===== src/rtl/mem_wb_pipe_pkg.sv =====
// Shared definitions for the MEM->WB pipeline register slice:
// stall-bit indices, default widths and the per-slot operation code.
package mem_wb_pipe_pkg;

   localparam int STALL_MEM  = 3;
   localparam int STALL_WB   = 4;
   localparam int DEF_DATA_W = 32;
   localparam int DEF_ADDR_W = 5;
   localparam int DEF_NUM_CH = 2;

   typedef enum logic [1:0] {
      SLOT_LOAD   = 2'd0,
      SLOT_HOLD   = 2'd1,
      SLOT_BUBBLE = 2'd2,
      SLOT_SQUASH = 2'd3
   } slot_op_e;

endpackage


===== src/rtl/mem_wb_pipe_slot.sv =====
// wb_stage_slot: one MEM->WB stage register holding a write-back bundle.
// Ports: clk, rst (async active-low), op (load/hold/bubble/squash), in_* bundle, out_* bundle.
module wb_stage_slot
   import mem_wb_pipe_pkg::*;
#(
   parameter int DATA_W = DEF_DATA_W,
   parameter int ADDR_W = DEF_ADDR_W,
   parameter int NUM_CH = DEF_NUM_CH
) (
   input  logic                     clk,
   input  logic                     rst,
   input  slot_op_e                 op,
   input  logic [NUM_CH*ADDR_W-1:0] in_waddr,
   input  logic [NUM_CH-1:0]        in_we,
   input  logic [NUM_CH*DATA_W-1:0] in_wdata,
   output logic [NUM_CH*ADDR_W-1:0] out_waddr,
   output logic [NUM_CH-1:0]        out_we,
   output logic [NUM_CH*DATA_W-1:0] out_wdata
);

   logic [NUM_CH*ADDR_W-1:0] waddr_q, waddr_d;
   logic [NUM_CH-1:0]        we_q, we_d;
   logic [NUM_CH*DATA_W-1:0] wdata_q, wdata_d;

   always_comb begin
      waddr_d = waddr_q;
      we_d    = we_q;
      wdata_d = wdata_q;
      unique case (op)
         SLOT_LOAD: begin
            waddr_d = in_waddr;
            we_d    = in_we;
            wdata_d = in_wdata;
         end
         SLOT_BUBBLE: begin
            waddr_d = '0;
            we_d    = '0;
            wdata_d = '0;
         end
         // Squash only kills the enables; addr/data stay put.
         SLOT_SQUASH: we_d = '0;
         default: ;
      endcase
   end

   always_ff @(posedge clk or negedge rst) begin
      if (!rst) begin
         waddr_q <= '0;
         we_q    <= '0;
         wdata_q <= '0;
      end else begin
         waddr_q <= waddr_d;
         we_q    <= we_d;
         wdata_q <= wdata_d;
      end
   end

   assign out_waddr = waddr_q;
   assign out_we    = we_q;
   assign out_wdata = wdata_q;

endmodule


===== src/rtl/mem_wb_pipe.sv =====
// mem_wb_pipe: DEPTH-stage MEM->WB register chain with write sanitising, retire counter
// and optional forwarding (macro WB_BYPASS_EN: rd_addr/fwd_hit/fwd_data). Ports: mem_* in, wb_* out.
module mem_wb_pipe
   import mem_wb_pipe_pkg::*;
#(
   parameter int DATA_W = DEF_DATA_W,
   parameter int ADDR_W = DEF_ADDR_W,
   parameter int NUM_CH = DEF_NUM_CH,
   parameter int DEPTH  = 1,
   parameter int NUM_RD = 2
) (
   input  logic                     clk,
   input  logic                     rst,
   input  logic [NUM_CH*ADDR_W-1:0] mem_waddr,
   input  logic [NUM_CH-1:0]        mem_we,
   input  logic [NUM_CH*DATA_W-1:0] mem_wdata,
   input  logic [4:0]               stall,
   input  logic                     flush,
`ifdef WB_BYPASS_EN
   input  logic [NUM_RD*ADDR_W-1:0] rd_addr,
   output logic [NUM_RD-1:0]        fwd_hit,
   output logic [NUM_RD*DATA_W-1:0] fwd_data,
`endif
   output logic [NUM_CH*ADDR_W-1:0] wb_waddr,
   output logic [NUM_CH-1:0]        wb_we,
   output logic [NUM_CH*DATA_W-1:0] wb_wdata,
   output logic [31:0]              wb_cnt
);

   logic [NUM_CH*ADDR_W-1:0] st_waddr [DEPTH];
   logic [NUM_CH-1:0]        st_we    [DEPTH];
   logic [NUM_CH*DATA_W-1:0] st_wdata [DEPTH];
   logic [NUM_CH-1:0]        cap_we;
   slot_op_e                 op_head, op_tail;
   logic [31:0]              wb_cnt_q, wb_cnt_d, ret_n;
   logic [2:0]               unused_stall;

   assign unused_stall = stall[2:0];

   // Drop x0 writes, and drop a lower channel shadowed by a higher one.
   always_comb begin
      cap_we = mem_we;
      for (int c = 0; c < NUM_CH; c++) begin
         if (mem_waddr[c*ADDR_W +: ADDR_W] == '0)
            cap_we[c] = 1'b0;
         for (int j = c + 1; j < NUM_CH; j++)
            if (mem_we[j] &&
                mem_waddr[j*ADDR_W +: ADDR_W] == mem_waddr[c*ADDR_W +: ADDR_W])
               cap_we[c] = 1'b0;
      end
   end

   always_comb begin
      op_head = SLOT_LOAD;
      op_tail = SLOT_LOAD;
      if (flush) begin
         op_head = SLOT_SQUASH;
         op_tail = SLOT_SQUASH;
      end else if (stall[STALL_WB]) begin
         op_head = SLOT_HOLD;
         op_tail = SLOT_HOLD;
      end else if (stall[STALL_MEM]) begin
         op_head = SLOT_BUBBLE;
      end
   end

   for (genvar s = 0; s < DEPTH; s++) begin : g_slot
      if (s == 0) begin : g_head
         wb_stage_slot #(.DATA_W(DATA_W), .ADDR_W(ADDR_W), .NUM_CH(NUM_CH)) u_slot (
            .clk       (clk),
            .rst       (rst),
            .op        (op_head),
            .in_waddr  (mem_waddr),
            .in_we     (cap_we),
            .in_wdata  (mem_wdata),
            .out_waddr (st_waddr[s]),
            .out_we    (st_we[s]),
            .out_wdata (st_wdata[s])
         );
      end else begin : g_tail
         wb_stage_slot #(.DATA_W(DATA_W), .ADDR_W(ADDR_W), .NUM_CH(NUM_CH)) u_slot (
            .clk       (clk),
            .rst       (rst),
            .op        (op_tail),
            .in_waddr  (st_waddr[s-1]),
            .in_we     (st_we[s-1]),
            .in_wdata  (st_wdata[s-1]),
            .out_waddr (st_waddr[s]),
            .out_we    (st_we[s]),
            .out_wdata (st_wdata[s])
         );
      end
   end

   assign wb_waddr = st_waddr[DEPTH-1];
   assign wb_we    = st_we[DEPTH-1];
   assign wb_wdata = st_wdata[DEPTH-1];

   always_comb begin
      ret_n = '0;
      for (int c = 0; c < NUM_CH; c++)
         ret_n = ret_n + 32'(wb_we[c]);
      wb_cnt_d = wb_cnt_q;
      if (!flush && !stall[STALL_WB])
         wb_cnt_d = wb_cnt_q + ret_n;
   end

   always_ff @(posedge clk or negedge rst) begin
      if (!rst) wb_cnt_q <= '0;
      else      wb_cnt_q <= wb_cnt_d;
   end

   assign wb_cnt = wb_cnt_q;

`ifdef WB_BYPASS_EN
   // Walk oldest->youngest, low->high channel: the last match wins.
   always_comb begin
      fwd_hit  = '0;
      fwd_data = '0;
      for (int r = 0; r < NUM_RD; r++)
         for (int s = DEPTH - 1; s >= 0; s--)
            for (int c = 0; c < NUM_CH; c++)
               if (rd_addr[r*ADDR_W +: ADDR_W] != '0 && st_we[s][c] &&
                   st_waddr[s][c*ADDR_W +: ADDR_W] == rd_addr[r*ADDR_W +: ADDR_W]) begin
                  fwd_hit[r] = 1'b1;
                  fwd_data[r*DATA_W +: DATA_W] = st_wdata[s][c*DATA_W +: DATA_W];
               end
   end
`else
   localparam int unused_num_rd = NUM_RD;
`endif

endmodule


===== config.mk =====
export PLATFORM = sky130hd
export DESIGN_NAME = mem_wb_pipe
export DESIGN_NICKNAME = d
export VERILOG_FILES = /design/src/rtl/mem_wb_pipe_pkg.sv /design/src/rtl/mem_wb_pipe_slot.sv /design/src/rtl/mem_wb_pipe.sv
export SDC_FILE = /design/constraint.sdc
export NUM_CORES = 1
export LEC_CHECK = 0
export ABC_AREA = 1
export BUFFER_PORTS_ARGS = -buffer_cell sky130_fd_sc_hd__buf_2
export CAP_MARGIN = 10
export CORE_MARGIN = 5
export CORE_UTILIZATION = 43
export CTS_CLUSTER_DIAMETER = 30
export DETAILED_ROUTE_END_ITERATION = 16
export PLACE_DENSITY = 0.87
export SYNTH_ARGS = -nofsm -noshare
export SYNTH_HDL_FRONTEND = slang
export SYNTH_SLANG_ARGS = --single-unit
export TNS_END_PERCENT = 20

===== constraint.sdc =====
create_clock -name clk -period 1.75 [get_ports clk]
set_input_delay 0.0875 -clock clk [delete_from_list [all_inputs] [get_ports clk]]
set_output_delay 0.0875 -clock clk [all_outputs]
set_load 0.1 [all_outputs]

* Word-level counts from Yosys, hierarchy flattened
Index checks and enable logic that the tools add are counted.
** Word-level totals
- Bits in registers :: 108
- ROM bits :: 0
- Bits in writable memories :: 0
- Output and inout bits :: 108
- Memories :: 0
- Bits in latches :: 0
- Input bits :: 84
** Operators by class
- Div/mod/pow operators :: 0
- Bitwise gates (word level) :: 0
- Add/sub/neg operators :: 2
- Reduce and logical (&&, ||, !) cells :: 10
- Equality and inequality tests :: 3
- $lt $le $gt $ge :: 0
- Shifts and indexed selects :: 0
- Multipliers :: 0
- Muxes and demuxes :: 9
** Operators with widths (number)
- $pmux W64 S2 :: 1
- $add A32 B2 Y32 :: 1
- $pmux W10 S2 :: 1
- $logic_not A5 Y1 :: 2
- $mux W2 :: 3
- $eq A5 B5 Y1 :: 1
- $eq A2 B2 Y1 const B :: 2
- $pmux W2 S2 :: 1
- $reduce_bool A2 Y1 :: 2
- $mux W1 :: 3
- $add A1 B1 Y2 :: 1
- $logic_and A1 B1 Y1 :: 2
- $logic_not A1 Y1 :: 2
- $logic_not A2 Y1 :: 1
- $reduce_or A2 Y1 :: 1

* Depth between registers and ports, before layout
Gate-level depths: netlist (run 1).
- Word-level depth :: 6
- Gate-level depth with buffers :: 11

* Hierarchy
A second synthesis (run 1) with hierarchy kept.
** Unflattened totals
- Cell total of the unflattened synthesis :: 576
- Area, all modules :: 4917.2 um2
** Modules (own cells, without submodules)
- wb_stage_slot :: seq. area each 1901.8 um2, cells each 323, area an instance 2894.0 um2, instances 1
- mem_wb_pipe :: seq. area each 800.8 um2, cells each 253, area an instance 2023.2 um2, instances 1

* Worst setup path before layout (run 1)
OpenSTA, ideal clock, no wires.
- Kind :: register -> register
- Start point :: register g_slot[0].g_head.u_slot.we_q[0]
- End point :: register wb_cnt_q[30], in the netlist wb_cnt[30]
- Arrival :: 2520 ps
- Cell stages (with the launch flop) :: 12
- Setup time :: 122 ps
- Clock period less this slack :: 2643 ps
- Buffers on the path :: 0
- Setup slack :: -893 ps
- Path through :: dfrtp_1 -> inv_1 -> fa_1 -> inv_1 -> ha_1 -> nand3_1 -> nor2_4 -> nand2_2 -> nor2_4 -> nand3_1 -> nand2_1 -> nand2_1
** On the way
- Word-level cells in the longest chain between the ends :: 2
** RTL lines
- start, declared :: RTL line mem_wb_pipe_slot.sv:22 : logic [NUM_CH-1:0] we_q, we_d;
- start signal, assigned :: RTL line mem_wb_pipe_slot.sv:53 : we_q <= we_d;
- $add A1 B1 Y2 :: RTL line mem_wb_pipe.sv:102 : ret_n = ret_n + 32'(wb_we[c]);
- $add A32 B2 Y32 :: RTL line mem_wb_pipe.sv:105 : wb_cnt_d = wb_cnt_q + ret_n;
- end signal, assigned :: RTL line mem_wb_pipe.sv:110 : else wb_cnt_q <= wb_cnt_d;
- end, declared :: RTL line mem_wb_pipe.sv:35 : logic [31:0] wb_cnt_q, wb_cnt_d, ret_n;
No other way between the ends.
A chain may end at the register's enable or synchronous reset.

* Final worst setup path (run 1)
Same ends and word-level chain as after synthesis.

==> results of run 1 <==
==> sequential cells by signal (all words and copies together) (netlist names) <==
register and flops:
g_slot.g_head.u_slot.out_wdata 64, wb_cnt 32, g_slot.g_head.u_slot.out_waddr 10, g_slot.g_head.u_slot.out_we 2
==> per-stage QoR <==
step                      utilization (%)  power (mW)  cell area [um2]  setup WS, ns  hold WS (ns)
after CTS                           63.30       6.890             6771      -0.07896      0.003156
after global placement              54.62       5.190             5843       -0.1285      0.005474
final                               63.58       6.864             6802       -0.1118       0.02365
after floorplan                         -       4.714             4677       -0.4202       -0.2081
after global routing                63.58       7.104             6802       -0.2551      0.002404
after detailed placement            54.62       5.219             5843       -0.1829      0.008968
==> power groups by stage <==
stage	logic [mW]	clock network, mW	registers (mW)
3_3_place_gp	2.32	0	2.87
4_1_cts	2.47	1.58	2.85
2_1_floorplan	0.278	0	4.44
6_report	2.48	1.53	2.85
5_1_grt	2.57	1.66	2.88
3_5_place_dp	2.33	0	2.89
==> cell type report <==
type                       count  area [um2]  share of cell area [%]
sequential                   108        2714                   39.90
timing repair buffer         272        1769                   26.01
multi-input combinational    274        1757                   25.83
inverter                      49       183.9                   2.704
tap                          140       175.2                   2.575
clock buffer                  12       155.1                   2.281
clock inverter                 4       47.55                  0.6990
==> kinds of logic after synthesis <==
| kind of cell | after synthesis | share of synthesized area, % |
|---|---|---|
| fa+ha+maj | 2 | 0.6998 |
| xor+xnor | 19 | 3.580 |
| buf+inv | 64 | 5.680 |
| flops | 108 | 58.14 |
| compound gates | 81 | 14.00 |
| simple gates | 172 | 17.90 |
==> layout by cell type (no fill, tap or decap), drive strengths merged, types with 2 or more instances in the layout <==
master       count
inv             49
buf            204
nand2           93
nor3             3
clkbuf          12
xnor2            9
xor2            10
dlygate4sd3     68
clkinv           2
nand3b           4
o21ai           13
nand4            9
a22o            64
nand3           23
nor2            40
dfrtp          108
==> critical path: stages, from the launching register on <==
cell and delay [ns]:
dfrtp_4 0.42, inv_2 0.05, fa_2 0.40, inv_2 0.08, ha_4 0.14, nand3_4 0.08, nor2_4 0.16, nand2_2 0.10
nor2_4 0.14, nand3_2 0.08, nand2_1 0.07, nand2_1 0.05
==> per-layer routing <==
metal | wire [um] | share of wire (%) | global-route usage (%)
met5 | 0 | 0 | 0
met3 | 918 | 6.7 | 4.297
met2 | 7067 | 51 | 37.78
met1 | 5515 | 40 | 25.43
met4 | 297 | 2.2 | 7.759
==> worst paths after layout <==
kind,startpoint,endpoint,cells past startpoint
max in group asynchronous,rst,wb_cnt[0],3
max,g_slot[0].g_head.u_slot.out_we[0],wb_cnt[30],11
min in group asynchronous,rst,g_slot[0].g_head.u_slot.out_wdata[40],2
min reg2reg,g_slot[0].g_head.u_slot.out_waddr[4],g_slot[0].g_head.u_slot.out_waddr[4],2
min,mem_waddr[0],g_slot[0].g_head.u_slot.out_waddr[0],3
max reg2reg,g_slot[0].g_head.u_slot.out_we[0],wb_cnt[30],11
==> repair_timing <==
action | 4_1_cts | 5_1_grt
hold buffers | 68 | 0
buffers inserted | 2 | 1
endpoints found under the setup margin | 26 | 27
pin swaps | 6 | 3
resized for setup | 6 | 5
hold endpoints to repair | 153 | 0
==> results.md, run 1 <==
- Outcome: finished, violations left
- Violated checks: setup timing
- Clock latency on the worst-skew pair: 0.36 ns
- Number of synthesized register bits: approximately 110
- Drt first pass iters: 4
- Main flop type after synthesis: dfrtp_1
- Int Pwr: 3.943 mW
- Core area: 10,700 um2
- Top cell type's share of synthesized area: 58.14%
- CP Launch Type: flip-flop
- Area delta synth->final: 46.33%
- Synth area leaders: dfrtp_1, a22o_1, nand2_1, inv_1, nand3_1
- Net count after synthesis: 532
- Count of final hold-check violations: 0
- RSZ-0062 raised after global routing: yes
- Tmin final: about 1.9 ns
- Net switching power: 2.921 mW
- Setup_tns: -1.151 ns
- Vias in the first global route: about 4,500
- Fin Clk Skew: around 0.0070 ns
- Chip Height: 114.0 um
- # fillers: around 830
- Final ANT Viol Nets: 0
- Routed length per instance: ~16 um
- Max cap viols: 0
- Sequential share of power: a little over two fifths
- Yosys cell types: 28
- Placed Cells: 772
- Reg2reg setup slack: -0.11 ns
- Synth Instances: 446
- CTS Buffer Depth: 2
- IO Pins: 192
- Power per standard cell area: 1009 nW/um2
- Worst-path fanout max: 5
- Register clock-pin slew on the reported worst setup and hold paths: 0.10 ns
- Sink Count: about 110
- Final Max Tran Viols: 0
- Via/cell ratio: roughly 5
- Num CTS Buffers: 9
- Worst hold path class: in -> reg
- Combinational share of power: 36.1%
- Cell Count, Final, Fillers Out: 859
- Leak: 3.600 nW
- Via count: 4,339
- FFs w/ async S/R, synth: 100.0%
- CTS Root Buffer Type: clkbuf_8
- Antenna violations before repair: 0
- Htree depth: 3
- Remaining DRCs: 0
- Fraction of layout cells with a size suffix above 1: 36.16%
- Number of diodes: 0
- Register area share after synthesis: ~58%
- Clock Power Share: 22.3%
- DIE AREA: 12,990 um2
- Layout Nets: 800
- Slew @ Worst Pin: 0.5252 ns
- Initial core utilization: between 40% and 50%
- Most numerous cell in the Yosys netlist: dfrtp_1
- Number of synthesized flops with an enable pin: 0
- Gr usage total: 21.24%
- Placer congestion estimate: 0.8857
- CTS tree: built
- Synth area leader: dfrtp_1
- First-pass GRT wire length: between 20,000 and 25,000 um
- Peak VDD IR: 0.0005112 V
- Overflow left after global routing: 0
- Detailed placement HPWL: 9028 um
- Pin count of the biggest net entering global routing: 61
- WL final: 13,800 um
- Sw Share: 42.56%
- CP arrival: 2.12 ns
- Port Buf Inserts: 188
- # rows: 38
- Post-Syn Area: around 4600 um2
- DIE WIDTH: 114.0 um
- Synth cell count leaders: dfrtp_1, nand2_1, a22o_1
- Critical path required time: ~2.0 ns
- Mean post-synth cell area: ~10 um2
- Warning count from the yosys run: 0
- Setup Viol. Count Final: 20
- Critical path class: reg -> reg
- Rel. slew slack: 65.23%
- Max Freq: 537.1 MHz
- Initial DRC Count: approximately 210
- Final cycle utilization of the critical path: 106.4%
- Critical Path Sink Type: flip-flop
- Crit path setup slack, layout: -0.1118 ns
Note: power is estimated with default switching activity, not from simulation.
==> run 2, diff against run 1 <==
- SETUP_SLACK_MARGIN: unset -> 0.15
==> results.md, run 2 (synthesis gave the netlist of run 1 again) <==
- Peak VDD IR: 0.0005101 V (-0.22%)
- Slew @ Worst Pin: 0.5252 ns (unchanged)
- Crit path setup slack, layout: -0.1786 ns (-0.06679 ns)
- Initial DRC Count: 216 (+0.93%)
- Fraction of layout cells with a size suffix above 1: 37.02% (+0.86 points)
- CTS Root Buffer Type: clkbuf_8
- Via/cell ratio: 5.086 (+0.68%)
- Max reg flops: 64 (unchanged)
- Critical Path Sink Type: flip-flop
- Worst R2R Start: g_slot[0].g_head.u_slot.out_we[0]
- Area delta synth->final: 47.75%
- CP bufs+invs: 3 (+1)
- IO Pins: 192 (unchanged)
- Met1 usage: 25.43% (unchanged)
- Final cycle utilization of the critical path: 110.2% (+3.8 points)
- Fin Clk Skew: 0.01032 ns (+0.003297 ns)
- Via count: 4,394 (+1.3%)
- Final Max Tran Viols: 0 (unchanged)
- Critical path launch point: g_slot[0].g_head.u_slot.out_we[0]
- Htree depth: 3 (unchanged)
- Outcome: finished, violations left
- RSZ-0062 raised after global routing: yes
- Setup_tns: -2.011 ns (-0.8604 ns)
- Overflow left after global routing: 0 (unchanged)
- Reg2reg setup slack: -0.18 ns (-0.07 ns)
- GR Layer Usage met2: 37.78% (unchanged)
- Worst hold path class: in -> reg
- Power per standard cell area: 1000 nW/um2 (-0.89%)
- Clock latency on the worst-skew pair: 0.36 ns (about the same)
- Port Buf Inserts: 188 (unchanged)
- Core area: 10,700 um2 (unchanged)
- Commonest non-fill, non-tap cell in the layout: buf_2
- Crit-path most repeated cell: nand2_1
- CTS tree: built
- Placer congestion estimate: 0.8857 (unchanged)
- CP arrival: 2.20 ns (+0.08 ns)
- Num CTS Buffers: 9 (unchanged)
- Critical path required time: 2.02 ns (about the same)
- Gr usage total: 21.24% (unchanged)
- GRT busiest layer: met2
- Violated checks: setup timing
- Leak: 3.629 nW (+0.80%)
- Top Family by Delay on Critical Path: simple AND/OR/NAND/NOR gates
- WL final: 13,930 um (+0.91%)
- CTS Buffer Depth: 2 (unchanged)
- Final Core Density: 64.20% (+0.62 points)
- Sink Count: 108 (unchanged)
- CP Launch Type: flip-flop
- Cells along the critical path: inv_2, fa_2, inv_2, ha_4, nand3_4, nor2_4, buf_4, nand3_4, nor2_4, nand2_1, nand2_1, nand2_1
- Vias in the first global route: 4,491 (unchanged)
- Chip Height: 114.0 um (unchanged)
- First-pass GRT wire length: 21,950 um (unchanged)
- Remaining DRCs: 0 (unchanged)
- Register clock-pin slew on the reported worst setup and hold paths: 0.10 ns (about the same)
- # rows: 38 (unchanged)
- DIE AREA: 12,990 um2 (unchanged)
- Max Freq: 518.5 MHz (-3.5%)
- Max cap viols: 0 (unchanged)
- Hold Crit Start: stall[4]
- Setup Viol. Count Final: 24 (+20%)
- Number of diodes: 0 (unchanged)
- Antenna violations before repair: 0 (unchanged)
- DIE WIDTH: 114.0 um (unchanged)
- Highest-count cells in the layout ignoring fill and taps: buf_2, dfrtp_1, nand2_1, dlygate4sd3_1, a22o_1
- Count of final hold-check violations: 0 (unchanged)
- Crit-path max cell delay: 0.42 ns (about the same)
- Worst-path fanout max: 4 (-1)
- WHS: 0.02459 ns (+0.0009398 ns)
- Critical path class: reg -> reg
- Max stage delay cell, worst path: dfrtp_4
- Pin count of the biggest net entering global routing: 61 (unchanged)
- Layout Nets: 805 (+0.63%)
- Rel. slew slack: 65.23% (unchanged)
- Final ANT Viol Nets: 0 (unchanged)
- Tmin final: 1.929 ns (+0.06679 ns)
- Routed length per instance: 16.12 um (+0.33%)
- # fillers: 805 (-2.4%)
- Area of placed instances: 5843 um2 (unchanged)
- Initial core utilization: 43.45% (unchanged)
- Detailed placement HPWL: 9028 um (unchanged)
- Design Area, Final: 6868 um2 (+0.98%)
- DP Worst Slack: -0.1829 ns (unchanged)
- Drt first pass iters: 4 (unchanged)
- Met3 Usage GRT: 4.297% (unchanged)
[run 2: worst register-to-register path, delay by kind of cell, from the launching register on]
family                   cells  cell delay (ns)
AND/OR/NAND/NOR              7             0.60
adder cells (fa/ha/maj)      2             0.54
flip-flops                   1             0.42
buffers and inverters        3             0.28
[run 2: path summary, 6_finish.rpt]
| kind | to | depth (start not counted) |
|---|---|---|
| worst max-delay path | wb_cnt[26] | 12 |
| worst min-delay path | g_slot[0].g_head.u_slot.out_we[1] | 3 |
| worst max register to register | wb_cnt[26] | 12 |
| worst min register to register | g_slot[0].g_head.u_slot.out_waddr[4] | 2 |
| max in group asynchronous | wb_cnt[0] | 3 |
| min in group asynchronous | wb_cnt[17] | 2 |
[run 2: per-layer routing]
layer	part of all wire (%)	routed length, um
met1	40	5520
met2	51	7121
met3	6.9	954
met4	2.4	329
met5	0	0
[run 2: stage by stage]
stage,power (mW),std cells
global route,7.106,864
detailed placement,5.219,772
finish,6.869,864
floorplan,4.714,446
CTS,6.890,858
global placement,5.190,772
[run 2: what timing repair did]
action	4_1_cts	5_1_grt
pin swaps	7	6
endpoints found under the setup margin	28	71
endpoints found under the hold margin	153	0
buffers inserted	2	6
gates resized for setup	6	12
hold buffers	68	0
[run 2: final cells by class]
cell class	count	area [um2]	share of cell area, %
timing repair buffer	277	1818	26.47
clock buffer	12	155.1	2.259
multi-input combinational	274	1774	25.83
sequential	108	2714	39.52
clock inverter	4	47.55	0.6923
inverter	49	183.9	2.678
tap	140	175.2	2.551
[run 2: power breakdown]
part           switching (mW)  internal, mW
sequential              0.146          2.71
combinational            1.98         0.498
clock                   0.798         0.737
